<file path="config.mk">
export PLATFORM = sky130hd
export DESIGN_NAME = uart_rx
export DESIGN_NICKNAME = d
export VERILOG_FILES = /design/src/rtl/uart_rx.sv
export SDC_FILE = /design/constraint.sdc
export NUM_CORES = 1
export LEC_CHECK = 0
export ABC_AREA = 0
export BUFFER_PORTS_ARGS = -buffer_cell sky130_fd_sc_hd__clkbuf_2
export CORE_AREA = 2 2 86 88
export CTS_BUF_LIST = sky130_fd_sc_hd__clkbuf_8
export DETAILED_ROUTE_END_ITERATION = 16
export DIE_AREA = 0 0 88 90
export GPL_TIMING_DRIVEN = 0
export SKIP_CTS_REPAIR_TIMING = 1
export SYNTH_ARGS = -nofsm -noshare
export SYNTH_HDL_FRONTEND = slang
export SYNTH_SLANG_ARGS = --single-unit
</file>
<file path="constraint.sdc">
create_clock -name i_Clock -period 1.73 [get_ports i_Clock]
set_clock_uncertainty 0.2 [all_clocks]
set_input_delay 0 -clock i_Clock [delete_from_list [all_inputs] [get_ports i_Clock]]
set_output_delay 0 -clock i_Clock [all_outputs]
set_load 0.02 [all_outputs]
</file>
<file path="src/rtl/uart_rx.sv">
// -----------------------------------------------------------------------------
// uart_rx
// Receive half of the board UART link. Deserialises an 8N1 asynchronous serial
// stream into bytes. The block oversamples with the system clock: it finds the
// middle of the start bit, then samples each following bit one bit period
// later. A good stop bit yields a one-cycle data-valid strobe, and a low stop
// bit yields a one-cycle framing-error strobe.
//
// Parameters
//   CLKS_PER_BIT    system clocks per serial bit (legal 4..255)
// Ports
//   i_Clock         system clock, rising edge
//   i_Reset         synchronous active-high reset
//   i_Rx_Serial     asynchronous serial input, idles high
//   o_Rx_DV         one-cycle strobe: o_Rx_Byte holds a new good byte
//   o_Rx_Byte       last good byte, updated only with o_Rx_DV
//   o_Rx_Frame_Err  one-cycle strobe: stop bit sampled low, byte discarded
//   o_Rx_Active     high from start-bit detection until back in IDLE
// -----------------------------------------------------------------------------
module uart_rx #(
  parameter int CLKS_PER_BIT = 87
) (
  input  logic       i_Clock,
  input  logic       i_Reset,
  input  logic       i_Rx_Serial,
  output logic       o_Rx_DV,
  output logic [7:0] o_Rx_Byte,
  output logic       o_Rx_Frame_Err,
  output logic       o_Rx_Active
);

  // Half a bit period, rounded down: the start bit is re-checked here so every
  // later sample lands near the middle of its bit.
  localparam logic [7:0] HALF_CNT = 8'((CLKS_PER_BIT - 1) / 2);
  localparam logic [7:0] LAST_CNT = 8'(CLKS_PER_BIT - 1);

  typedef enum logic [2:0] {
    IDLE,
    START,
    DATA,
    STOP,
    CLEANUP
  } state_t;

  state_t     state;
  logic       sync1;
  logic       sync2;
  logic       r_rx;
  logic [7:0] clk_count;
  logic [2:0] bit_index;
  logic [7:0] shadow;

  // Two-flop synchroniser. Both flops reset to the idle level so a reset never
  // looks like a falling start edge.
  // NOTE: sequential state uses non-blocking assignments so every flop samples
  // the pre-edge value of the others, exactly as the hardware does.
  always_ff @(posedge i_Clock) begin
    if (i_Reset) begin
      sync1 <= 1'b1;
      sync2 <= 1'b1;
    end else begin
      sync1 <= i_Rx_Serial;
      sync2 <= sync1;
    end
  end

  assign r_rx = sync2;

  always_ff @(posedge i_Clock) begin
    if (i_Reset) begin
      // NOTE: the shadow byte is an ordinary 8-bit register, not a memory, so
      // it is reset along with the rest of the datapath.
      state          <= IDLE;
      clk_count      <= 8'd0;
      bit_index      <= 3'd0;
      shadow         <= 8'h00;
      o_Rx_DV        <= 1'b0;
      o_Rx_Byte      <= 8'h00;
      o_Rx_Frame_Err <= 1'b0;
      o_Rx_Active    <= 1'b0;
    end else begin
      case (state)
        IDLE: begin
          clk_count      <= 8'd0;
          bit_index      <= 3'd0;
          o_Rx_DV        <= 1'b0;
          o_Rx_Frame_Err <= 1'b0;
          if (!r_rx) begin
            state       <= START;
            o_Rx_Active <= 1'b1;
          end
        end

        START: begin
          if (clk_count < HALF_CNT) begin
            clk_count <= clk_count + 8'd1;
          end else if (!r_rx) begin
            clk_count <= 8'd0;
            state     <= DATA;
          end else begin
            // Line went high again before mid start bit: a glitch, not a frame.
            state       <= IDLE;
            o_Rx_Active <= 1'b0;
          end
        end

        DATA: begin
          if (clk_count < LAST_CNT) begin
            clk_count <= clk_count + 8'd1;
          end else begin
            clk_count         <= 8'd0;
            shadow[bit_index] <= r_rx;  // LSB arrives first
            if (bit_index == 3'd7) begin
              bit_index <= 3'd0;
              state     <= STOP;
            end else begin
              bit_index <= bit_index + 3'd1;
            end
          end
        end

        STOP: begin
          if (clk_count < LAST_CNT) begin
            clk_count <= clk_count + 8'd1;
          end else begin
            clk_count <= 8'd0;
            if (r_rx) begin
              o_Rx_Byte <= shadow;
              o_Rx_DV   <= 1'b1;
            end else begin
              o_Rx_Frame_Err <= 1'b1;
            end
            state <= CLEANUP;
          end
        end

        CLEANUP: begin
          // Leaves one cycle after a good stop (mid stop bit), so a start edge
          // arriving right after the stop bit is still caught. After a break
          // the line stays low and the block waits here.
          o_Rx_DV        <= 1'b0;
          o_Rx_Frame_Err <= 1'b0;
          if (r_rx) begin
            state       <= IDLE;
            o_Rx_Active <= 1'b0;
          end
        end

        default: begin
          state          <= IDLE;
          o_Rx_DV        <= 1'b0;
          o_Rx_Frame_Err <= 1'b0;
          o_Rx_Active    <= 1'b0;
        end
      endcase
    end
  end

endmodule

</file>
==> metrics <==
Post-synth top flop dfxtp_1; FMAX 542 MHz; status finished, violations left; router iterations before antenna repair 4; Unique masters post-synth 41; Area Overhead vs Synth 27.6%; hold violation count in the final report 0; CTS Buffer Depth 2; vias in the first global route 1384; Final setup viols 9; count of flip-flops with a built-in enable after synthesis 0; clk root buf clkbuf_8; first-pass GRT wire length 6.56 mm; CP endpoint kind flip-flop; total area of sequential cells 713 µm²; Site Rows 31; Tcrit/Tclk final 107%; placed cell count 312; final antenna-violating net count 0; Port Buf Inserts 12; DRT iter0 DRCs 61; # IOs 14; GPL Wtd Cong 0.774; syn_nets 207; Slew headroom 68.6%; Seq/Total Area, Yosys 41.2%; failing checks setup timing; Power Density 783 mW/mm²; fin util 30.9%; Cell Count, Final, Fillers Out 327; Filler cells 768; die area 0.00792 mm²; HP Class in -> reg; leading cell type in the layout, fill and taps excluded dfxtp_1; core area 0.00702 mm²; diode count 0; Leak Pwr 0.810 nW; mapped cell area 0.00170 mm²; detailed placer's ending HPWL 2.62 mm; clock latency on the worst-skew pair 0.29 ns; Worst-path clk slew 0.08 ns; H-tree depth 2; multi-input combinational cell area 982 µm²; register bit total from synthesis 35; Slew @ Worst Pin 0.471 ns; pin count of the biggest net entering global routing 14; initial cell density of the core 24.2%; total grt overflow 0; Worst EP required 1.75 ns; CTS Buf Count 5; peak supply drop 0.334 mV; unrepaired setup endpoints after global routing true; total wire length 4.15 mm; fin. max-slew vios 0; antenna violations before repair 0; Die W 88 µm; CTS tree yes; asr flop ratio synth 0%; Synthesis Warnings 0; Die Y 90 µm; Syn Area/Cell 8.47 µm²; Worst setup SP type flip-flop; critical path type reg -> reg; share of layout cells above drive strength 1 26.3%; Routed wire per std cell 12.7 µm; drt drc 0; WP data arrival 1.86 ns; clock sinks 35; Via density 4.65; Vias 1520; fin crit period 1.84 ns; commonest non-fill, non-tap cells in the layout dfxtp_1, o21ai_0, a21oi_1, nand3_1, clkbuf_2; Critical Path Fanout Max 4; Final nets 233; Worst Slack Setup Final -0.114 ns; Synth Instances 201; GRT Total Usage 10.2%; Max Cap Viol 0
[worst paths after layout]
path | startpoint | to | slack, ns | cells past startpoint
worst max-delay path | clk_count[0] | clk_count[6] | -0.11 | 5
worst min-delay path | i_Reset | shadow[2] | 0.03 | 3
worst max register to register | clk_count[0] | clk_count[6] | -0.11 | 5
worst min register to register | sync1 | r_rx | 0.21 | 1
[where the power goes]
part	internal (W)	switching, W	total, W
logic	0.0000357	0.0000494	0.0000851
registers	0.000826	0.0000210	0.000847
clock network	0.000437	0.000331	0.000768
total	0.00130	0.000402	0.00170
[cells in the mapped netlist (5+ instances only)]
master,n,area [µm²]
inv_1,10,37.5
nor2_1,12,45.0
clkbuf_1,7,26.3
nor3_1,5,25.0
nand3_1,15,75.1
o21ai_0,20,100
a21oi_1,21,105
nand2_1,6,22.5
mux2i_1,7,70.1
dfxtp_1,35,701
nand2b_1,11,68.8
o22ai_1,6,37.5
[critical path, cell delays in order, from the launching register on]
cell	delay, ns
dfxtp_4	0.37
ha_4	0.16
o211a_4	0.25
o211a_1	0.26
or4_4	0.42
a22oi_2	0.12
[final cells by class]
type	instances	area share (%)
clock buffer	5	3.17
buffer	10	3.28
multi-input combinational	144	45.2
sequential	35	32.8
timing repair buffer	21	5.88
clock inverter	3	2.19
tap	99	5.70
inverter	10	1.73
[kinds of logic after synthesis]
family | after synthesis | synth area share (%)
buffers and inverters | 22 | 5.96
AO/OA/AOI/OAI | 60 | 21.6
multiplexers | 7 | 4.12
XOR/XNOR | 2 | 1.03
flip-flops | 35 | 41.2
adder cells (fa/ha/maj) | 4 | 2.79
AND/OR/NAND/NOR | 71 | 23.3
[stage by stage]
stage | hold slack (ns) | TNS, ns | area (µm²) | worst slack, ns | power, W
finish | 0.0313 | -0.305 | 2170 | -0.114 | 0.00170
global route | 0.0749 | -1.15 | 2170 | -0.133 | 0.00176
CTS | -0.302 | -3.97 | 2000 | -0.320 | 0.00170
detailed placement | -0.00199 | -3.48 | 1890 | -0.301 | 0.000932
global placement | -0.00758 | -3.27 | 1890 | -0.283 | 0.000930
floorplan | -0.0962 | -0.0494 | 1700 | -0.0494 | 0.000910
[state kept, by name (all words and copies together), names as in the netlist]
signal and count:
r_rx 1, state 3, o_Rx_Byte 8, o_Rx_Frame_Err 1, bit_index 3, sync1 1
o_Rx_Active 1, clk_count 8, o_Rx_DV 1, shadow 8
[layer usage]
metal,track usage [%],vias to the layer above,routed length [µm],share of wire [%]
li1,-,771,-,-
met1,14.5,724,2010,48
met2,14.6,18,1960,47
met3,2.75,7,121,2.9
met4,3.46,0,59,1.4
met5,0,-,0,0
No activity file was read; power rests on OpenSTA's default activity.
